**src/rtl/neuron_pkg.sv**
```systemverilog
// Shared definitions for the streaming neuron MAC.
// Holds the default datapath widths, the controller state encoding, the
// constant helpers used to size counters and adder trees, and the
// saturate/ReLU helpers applied at finalisation.
package neuron_pkg;

  localparam int WW_DEF    = 19;
  localparam int PW_DEF    = 10;
  localparam int OW_DEF    = 26;
  localparam int ACC_W_DEF = 40;

  // Finalisation is evaluated at this fixed width so the helpers below need
  // no width parameters; ACC_W must not exceed it.
  localparam int MAX_W = 64;

  typedef enum logic [1:0] {
    IDLE  = 2'd0,
    ACCUM = 2'd1,
    DRAIN = 2'd2,
    HOLD  = 2'd3
  } state_t;

  function automatic int clog2(input int v);
    int r;
    r = 0;
    while ((1 << r) < v) r = r + 1;
    return r;
  endfunction

  function automatic int ceil_div(input int a, input int b);
    return (a + b - 1) / b;
  endfunction

  function automatic logic signed [MAX_W-1:0] sat_hi(input int ow);
    return (64'sd1 <<< (ow - 1)) - 64'sd1;
  endfunction

  function automatic logic signed [MAX_W-1:0] sat_lo(input int ow);
    return -(64'sd1 <<< (ow - 1));
  endfunction

  // ReLU takes precedence: a negative value under ReLU becomes 0 and is not
  // reported as clipped.
  function automatic logic signed [MAX_W-1:0] sat_value(
    input logic signed [MAX_W-1:0] v, input int ow, input logic relu);
    if (relu && v < 0)      return '0;
    else if (v > sat_hi(ow)) return sat_hi(ow);
    else if (v < sat_lo(ow)) return sat_lo(ow);
    else                     return v;
  endfunction

  function automatic logic sat_flag(
    input logic signed [MAX_W-1:0] v, input int ow, input logic relu);
    if (relu && v < 0) return 1'b0;
    return (v > sat_hi(ow)) || (v < sat_lo(ow));
  endfunction

endpackage

```
**src/rtl/neuron_lane_tree.sv**
```systemverilog
// Lane multipliers and lane-sum stage of the neuron MAC.
//   clk, rst       : clock, asynchronous active-low reset
//   beat_fire      : a beat is accepted this cycle
//   lane_en        : per-lane enable; disabled lanes contribute a zero product
//   wgt / pix      : packed lane data, lane k at [k*WW +: WW] / [k*PW +: PW]
//   sum_valid, sum : S2 output, lane sum tagged valid
//   busy           : S1 or S2 still holds a valid beat
module neuron_lane_tree
  import neuron_pkg::*;
#(
  parameter int LANES = 2,
  parameter int WW = WW_DEF,
  parameter int PW = PW_DEF,
  localparam int PROD_W = WW + PW + 1,
  localparam int SUM_W = PROD_W + clog2(LANES)
) (
  input  logic                    clk,
  input  logic                    rst,
  input  logic                    beat_fire,
  input  logic [LANES-1:0]        lane_en,
  input  logic [LANES*WW-1:0]     wgt,
  input  logic [LANES*PW-1:0]     pix,
  output logic                    sum_valid,
  output logic signed [SUM_W-1:0] sum,
  output logic                    busy
);

  logic signed [PROD_W-1:0] prod_d [LANES];
  logic signed [PROD_W-1:0] prod_q [LANES];
  logic signed [SUM_W-1:0]  sum_d;
  logic                     s1_valid;
  logic                     s2_valid;

  // Pixels are unsigned: a zero MSB makes them non-negative signed operands.
  always_comb begin
    for (int k = 0; k < LANES; k++) begin
      prod_d[k] = '0;
      if (lane_en[k])
        prod_d[k] = PROD_W'($signed(wgt[k*WW +: WW])) *
                    PROD_W'($signed({1'b0, pix[k*PW +: PW]}));
    end
  end

  always_comb begin
    sum_d = '0;
    for (int k = 0; k < LANES; k++)
      sum_d = sum_d + SUM_W'(prod_q[k]);
  end

  always_ff @(posedge clk or negedge rst) begin
    if (!rst) begin
      s1_valid <= 1'b0;
      s2_valid <= 1'b0;
      sum      <= '0;
      for (int k = 0; k < LANES; k++) prod_q[k] <= '0;
    end else begin
      s1_valid <= beat_fire;
      s2_valid <= s1_valid;
      if (beat_fire)
        for (int k = 0; k < LANES; k++) prod_q[k] <= prod_d[k];
      if (s1_valid)
        sum <= sum_d;
    end
  end

  assign sum_valid = s2_valid;
  assign busy      = s1_valid | s2_valid;

endmodule

```
**src/rtl/neuron_mac_stream.sv**
```systemverilog
// Streaming neuron dot-product: LANES weight/pixel pairs per beat, VEC_LEN
// products per vector, plus bias, shift, optional ReLU and saturation.
//   clk, rst              : clock, asynchronous active-low reset
//   in_valid/in_ready     : beat handshake
//   in_wgt, in_pix        : packed lane data
//   bias, relu_en         : sampled on the first beat of a vector
//   out_valid/out_ready   : result handshake
//   out_neuron, out_sat   : signed result and clip flag, held until accepted
//
// state | meaning
// IDLE  | waiting for the first beat of a vector
// ACCUM | accepting the remaining beats
// DRAIN | last beat taken, waiting for the pipeline to empty
// HOLD  | result presented until downstream accepts
module neuron_mac_stream
  import neuron_pkg::*;
#(
  parameter int LANES      = 2,
  parameter int VEC_LEN    = 785,
  parameter int WW         = WW_DEF,
  parameter int PW         = PW_DEF,
  parameter int ACC_W      = ACC_W_DEF,
  parameter int OW         = OW_DEF,
  parameter int FRAC_SHIFT = 0
) (
  input  logic                 clk,
  input  logic                 rst,
  input  logic                 in_valid,
  output logic                 in_ready,
  input  logic [LANES*WW-1:0]  in_wgt,
  input  logic [LANES*PW-1:0]  in_pix,
  input  logic signed [OW-1:0] bias,
  input  logic                 relu_en,
  output logic                 out_valid,
  input  logic                 out_ready,
  output logic signed [OW-1:0] out_neuron,
  output logic                 out_sat
);

  localparam int BEATS      = ceil_div(VEC_LEN, LANES);
  localparam int BCW        = clog2(BEATS + 1);
  localparam int LAST_LANES = VEC_LEN - (BEATS - 1) * LANES;
  localparam int SUM_W      = WW + PW + 1 + clog2(LANES);

  generate
    if (ACC_W < WW + PW + 1 + clog2(VEC_LEN) || ACC_W > MAX_W) begin : g_acc_w_bad
      $error("neuron_mac_stream: ACC_W too small for VEC_LEN products or wider than MAX_W");
    end
  endgenerate

  state_t                    state_q, state_d;
  logic                      armed_q;
  logic [BCW-1:0]            beat_cnt;
  logic                      beat_fire, first_beat, last_sel, last_beat;
  logic [LANES-1:0]          lane_en;
  logic                      tree_valid, tree_busy;
  logic signed [SUM_W-1:0]   tree_sum;
  logic                      s3_valid;
  logic signed [ACC_W-1:0]   s3_data;
  logic signed [ACC_W-1:0]   acc;
  logic signed [OW-1:0]      bias_q;
  logic                      relu_q;
  logic                      pipe_empty;
  logic signed [ACC_W-1:0]   fin_sum, fin_shift;
  logic signed [MAX_W-1:0]   fin_wide, res_wide;
  logic                      res_sat;

  assign beat_fire  = in_valid && in_ready;
  assign first_beat = beat_fire && (state_q == IDLE);
  assign last_sel   = ((state_q == IDLE) && (BEATS == 1)) ||
                      ((state_q == ACCUM) && (beat_cnt == BCW'(BEATS - 1)));
  assign last_beat  = beat_fire && last_sel;
  assign pipe_empty = !tree_busy && !s3_valid;

  // Only the last beat can carry lanes beyond the vector end.
  always_comb begin
    lane_en = '1;
    if (last_sel)
      for (int k = 0; k < LANES; k++) lane_en[k] = (k < LAST_LANES);
  end

  always_ff @(posedge clk or negedge rst) begin
    if (!rst) begin
      state_q <= IDLE;
      armed_q <= 1'b0;
    end else begin
      state_q <= state_d;
      armed_q <= 1'b1;
    end
  end

  always_comb begin
    state_d = state_q;
    unique case (state_q)
      IDLE:  if (beat_fire) state_d = (BEATS == 1) ? DRAIN : ACCUM;
      ACCUM: if (last_beat) state_d = DRAIN;
      DRAIN: if (pipe_empty) state_d = HOLD;
      HOLD:  if (out_ready) state_d = IDLE;
      default: state_d = IDLE;
    endcase
  end

  // armed_q keeps in_ready low until the first edge after reset release.
  always_comb begin
    in_ready  = armed_q && ((state_q == IDLE) || (state_q == ACCUM));
    out_valid = (state_q == HOLD);
  end

  neuron_lane_tree #(
    .LANES(LANES),
    .WW(WW),
    .PW(PW)
  ) u_lane_tree (
    .clk(clk),
    .rst(rst),
    .beat_fire(beat_fire),
    .lane_en(lane_en),
    .wgt(in_wgt),
    .pix(in_pix),
    .sum_valid(tree_valid),
    .sum(tree_sum),
    .busy(tree_busy)
  );

  always_ff @(posedge clk or negedge rst) begin
    if (!rst) begin
      beat_cnt <= '0;
      s3_valid <= 1'b0;
      s3_data  <= '0;
      acc      <= '0;
      bias_q   <= '0;
      relu_q   <= 1'b0;
    end else begin
      if (first_beat)
        beat_cnt <= BCW'(1);
      else if (beat_fire)
        beat_cnt <= beat_cnt + BCW'(1);

      s3_valid <= tree_valid;
      if (tree_valid)
        s3_data <= ACC_W'(tree_sum);

      // The previous vector has fully drained before a first beat is taken,
      // so clearing here never drops a pending product.
      if (first_beat)
        acc <= '0;
      else if (s3_valid)
        acc <= acc + s3_data;

      if (first_beat) begin
        bias_q <= bias;
        relu_q <= relu_en;
      end
    end
  end

  always_comb begin
    fin_sum   = acc + ACC_W'(bias_q);
    fin_shift = fin_sum >>> FRAC_SHIFT;
    fin_wide  = MAX_W'(fin_shift);
    res_wide  = sat_value(fin_wide, OW, relu_q);
    res_sat   = sat_flag(fin_wide, OW, relu_q);
  end

  always_ff @(posedge clk or negedge rst) begin
    if (!rst) begin
      out_neuron <= '0;
      out_sat    <= 1'b0;
    end else if ((state_q == DRAIN) && pipe_empty) begin
      out_neuron <= OW'(res_wide);
      out_sat    <= res_sat;
    end
  end

endmodule

```
**config.mk**
```make
export PLATFORM = sky130hd
export DESIGN_NAME = neuron_mac_stream
export DESIGN_NICKNAME = d
export VERILOG_FILES = /design/src/rtl/neuron_pkg.sv /design/src/rtl/neuron_lane_tree.sv /design/src/rtl/neuron_mac_stream.sv
export SDC_FILE = /design/constraint.sdc
export NUM_CORES = 2
export LEC_CHECK = 0
export ABC_AREA = 1
export CAP_MARGIN = 20
export CORE_MARGIN = 1
export CORE_UTILIZATION = 40
export CTS_BUF_LIST = sky130_fd_sc_hd__clkbuf_4 sky130_fd_sc_hd__clkbuf_8
export DETAILED_ROUTE_END_ITERATION = 8
export HOLD_SLACK_MARGIN = 0.02
export SYNTH_ARGS = -nofsm -noshare
export SYNTH_HDL_FRONTEND = slang
export SYNTH_SLANG_ARGS = --single-unit
```
**constraint.sdc**
```tcl
create_clock -name clk -period 2.5 [get_ports clk]
set_input_delay 0.5 -clock clk [delete_from_list [all_inputs] [get_ports clk]]
set_output_delay 0.5 -clock clk [all_outputs]
set_load 0.005 [all_outputs]
```
Yosys cells after proc, flatten, opt, wreduce, memory -nomap -nowiden
Index checks and enable logic that the tools add are counted.
Cells by class
  muxes and demuxes: 18
  add/sub/neg operators: 4
  order comparisons: 3
  reduce and logical (&&, ||, !) cells: 16
  $mul: 2
  bitwise logic cells: 1
  equal/unequal tests: 8
Operators by type and width (number)
  $mux 40: 2
  $mux 26: 3
  $mul 19x11->30: 2
  $mux 30: 2
  $add 40x26->40: 1
  $add 40x31->40: 1
  $gt 40x26->1 const B: 1
  $lt 40x1->1 const B: 1
  $lt 40x26->1 const B: 1
  $add 30x30->31: 1
  $mux 9: 2
  $mux 2: 5
  $add 9x1->9 const B: 1
  $eq 9x9->1 const B: 1
  $logic_and 1x1->1: 8
  $pmux 2 s4: 1
  $ne 2x2->1 const B: 3
  $eq 2x2->1 const B: 2
  $reduce_and 4->1: 1
  $reduce_bool 2->1: 2
  $mux 1: 3
  $eq 2x1->1 const B: 1
  $logic_not 1->1: 2
  $logic_not 2->1: 1
  3 further kinds: 4
Word-level totals
  output and inout port bits: 29
  flip-flop bits (word level): 231
  word-level logic and storage cells: 67

Logic depth before layout (Yosys ltp)
  depth after elaboration: 7
  mapped depth: 28

Hierarchy
From an unflattened synthesis, not the netlist that was laid out.
Second synthesis, totals
  cells, all modules: 4824
  area total of the unflattened synthesis: 32776.4 um2
By module, submodules not included
  neuron_lane_tree: cells an instance 3119, times used 1, area each 21580.7 um2
  neuron_mac_stream: cells an instance 1705, times used 1, area each 11195.7 um2

Worst setup path before layout
No wires, ideal clock.
  path kind: input to register
  start: input port in_pix[2]
  end: register u_lane_tree.prod_q[52] in the netlist's numbering
  slack: -3002 ps
  arrival time: 5384 ps
  stages on the path: 22
  cells stage by stage: clkbuf_1 > buf_1 > nand2_1 > fa_1 > inv_1 > fa_1 > inv_1 > fa_1 > fa_1 > fa_1 > inv_1 > ha_1 > a21oi_1 > o21ai_0 > o21bai_1 > a21oi_1 > inv_1 > a21oi_1 > o21ai_0 > or2_2 > nand3_1 > nand2_1
Between the ends
  cells in the longest elaborated chain, start to end: 2
RTL lines
  start: declaration: RTL line neuron_mac_stream.sv:31  | input logic [LANES*PW-1:0] in_pix,
  $mul 19x11->30: RTL line neuron_lane_tree.sv:39  | prod_d[k] = PROD_W'($signed(wgt[k*WW +: WW])) *
  $mux 30: RTL line neuron_lane_tree.sv:38  | if (lane_en[k])
  end: declaration: RTL line neuron_lane_tree.sv:29  | logic signed [PROD_W-1:0] prod_q [LANES];
No other way between the ends.
A chain may end at the register's enable or synchronous reset.

Worst setup path after layout
  start: input port in_pix[12]
  end: register u_lane_tree.prod_q[25] in the netlist's numbering
The elaborated chain is that of the path after synthesis.

==> results.yml <==
synthesis:
  syn_area_um2: 30300
  ys_warn_count: 0
  syn-instance-count: 4235
  synthTopCellsByArea: "fa_1, dfrtp_1, nand2_1"
  async_reset_ff_frac: 1.00
  synthDistinctLibCells: 50
  synthFlopType: "dfrtp_1"
  synth_top_area_share: 0.225
  synth-edff-count: 0
  yosysTopAreaCell: "fa_1"
  avgSynthCellArea_um2: 7.16
  yosys.cell_count.top_type: "nand2_1"
  netlist_top_cells_count: "nand2_1, inv_1, fa_1"
  synthesis.nets: 4913
  seq_area_frac_synth: 0.191
  ys_ff_latch: 231
status:
  violations: "negative setup slack"
  outcome: "complete, but fails checks"
timing:
  slew_violations: 0
  rsz0062_at_grt: "yes"
  fin_skew_ns: 0.0367
  max-slew-margin-rel: 0.619
  layout_worst_path_cycle_share: 1.81
  setup_viol: 78
  setup_slack_ns: -2.02
  min_period_ns: 4.52
  hold_viol: 0
  hold_slack_ns: 0.433
  fmax_mhz: 221
  worst_pin_slew_ns: 0.571
global_routing:
  grt_pass1_vias: 30013
  antenna_found_initial: 2
  grt_max_degree: 79
  grt_pass1_wl_um: 151000
  grt_usage: 0.242
  grt_overflow: 0
place:
  place_area_um2: 37900
  port_buffers: 117
  routabilityCongestion: 0.942
  post-place-cells: 5776
  dp_hpwl_um: 71100
flow_run:
  drv_cap: 0
clock_network:
  cts.clk_slew.worst_paths_ns: 0.06
  clock-sinks: 231
  htreeDepth: 2
  worstSkewPairLatency_ns: 0.62
  cts_inserted_buffers: 43
  clockRootBuffer: "clkbuf_8"
  cts_buffer_depth: 3
  cts_tree: "done"
route:
  antenna_left: 0
  wl_um: 92800
  wl_per_cell_um: 15.5
  detail_route.first_pass.iterations: 7
  initialDrtViolationCount: 1430
  vias: 29224
  drt-vias-per-instance: 4.87
  drc: 0
critical_path:
  crit_start: "in_pix[12]"
  end_kind: "flop"
  critical_path_class: "input pin to flop"
  path_max_fanout: 7
  arrival_ns: 5.02
  worstPathRequired_ns: 3.00
  r2r_start: "bias_q[25]$_DFFE_PN0P_"
  critPathLaunchType: "input pin"
die:
  die_y_um: 277
  die_x_um: 277
  core.rowCount: 100
  start_util: 0.406
  core_um2: 74700
  pin_count: 118
  fp.dieArea_um2: 76900
worst_hold_path:
  hp-start: "bias[21]"
  hold_path.class: "input pin to flop"
layout:
  drive_gt1_frac: 0.334
  syn2layout_area_growth_pct: 44.6
  design_area_um2: 43900
  num-fill-cells: 6624
  layout.cells.non_filler: 6006
  num-nets-final: 5681
routing by layer:
metal / routed length (um) / global-route usage / part of all wire / vias to the layer above
met1: 39700 / 0.311 / 0.43 / 14109
met4: 2680 / 0.0684 / 0.029 / 0
met3: 3550 / 0.0230 / 0.038 / 148
li1: - / - / - / 14414
met2: 46800 / 0.429 / 0.50 / 553
met5: 0 / 0 / 0 / -
through the flow:
step	TNS, ns	setup WS [ns]	utilization
4_1_cts	-89.89	-1.94	0.560
3_5_place_dp	-157.56	-3.22	0.507
6_report	-93.93	-2.02	0.587
2_1_floorplan	-96.80	-2.42	-
3_3_place_gp	-155.11	-3.16	0.507
5_1_grt	-105.83	-2.19	0.587
final cells by class:
type / instances / area [um^2] / share of cell area
multi-input combinational: 2989 / 24800 / 0.565
timing repair buffer: 845 / 7640 / 0.174
sequential: 231 / 5800 / 0.132
inverter: 893 / 3360 / 0.0767
tap: 969 / 1210 / 0.0276
clock buffer: 66 / 852 / 0.0194
clock inverter: 11 / 194 / 0.00442
antenna: 2 / 5.00 / 0.000114
kinds of logic (layout without fill, tap and decap cells):
family,count (synthesis),after routing,share of synthesized area
simple gates,1795,1798,0.235
fa+ha+maj,589,589,0.327
compound gates,515,515,0.0948
xor+xnor,86,86,0.0248
other cells,1,3,0.000124
buf+inv,1018,1815,0.127
flops,231,231,0.191
what timing repair did:
action                                 4_1_cts  5_1_grt
endpoints found under the hold margin       56        0
setup endpoints to repair                   98      125
gates cloned                                16        1
setup buffers                               89       55
hold buffers                                 1        0
pin swaps                                  256      261
gates resized for setup                    707      485
worst max-delay path, cell delays in order:
cell	delay (ns)
buf_12	0.11
buf_12	0.14
buf_4	0.13
nand2_2	0.06
fa_2	0.44
fa_1	0.48
fa_1	0.49
inv_1	0.05
fa_1	0.49
inv_1	0.06
fa_1	0.55
inv_2	0.05
ha_4	0.29
buf_6	0.11
nand2_4	0.05
o21ai_4	0.24
buf_4	0.18
a21oi_1	0.06
inv_1	0.11
a21oi_2	0.08
o21ai_2	0.15
a21oi_1	0.08
o21ai_1	0.07
nand2_1	0.05
registers in the layout, summed over array words and instances (netlist names):
name	count
u_lane_tree.sum_valid	1
relu_q	1
u_lane_tree.sum	31
acc	40
state_q	2
s3_valid	1
out_sat	1
bias_q	26
beat_cnt	9
armed_q	1
out_neuron	26
u_lane_tree.s1_valid	1
u_lane_tree.prod_q	60
s3_data	31
placed cells by master, fill, tap and decap left out, types with 44 or more instances in the layout:
master           Yosys  layout
xor2_1              52      49
ha_1               248     135
nand2_2             14     163
inv_2                6     106
dfrtp_1            231     218
fa_1               341     298
a21oi_1            207     121
inv_1              879     775
a21oi_2              0      66
buf_4                1     599
nor2_2               7      44
nand2_4              1      71
nor2_1             213     145
clkdlybuf4s50_1      0      58
o21ai_1              0      71
nand3_1             86      54
ha_4                 0     101
o21ai_0            194      96
buf_6                4      93
clkbuf_8             0      57
nand2_1           1388    1167
worst paths after layout:
path	to	slack, ns	depth (start not counted)
worst max register to register	out_neuron[15]$_DFFE_PN0P_	-0.44	19
worst min-delay path	bias_q[21]$_DFFE_PN0P_	0.43	3
max in group asynchronous	u_lane_tree.sum[13]$_DFFE_PN0P_	1.34	3
worst min register to register	out_neuron[25]$_DFFE_PN0P_	0.46	1
min in group asynchronous	acc[31]$_DFFE_PN0P_	0.44	2
worst max-delay path	u_lane_tree.prod_q[25]$_DFFE_PN0P_	-2.02	24
Power is not shown: default switching activity piles up to over one toggle a cycle in this logic, so the estimate is an artifact.
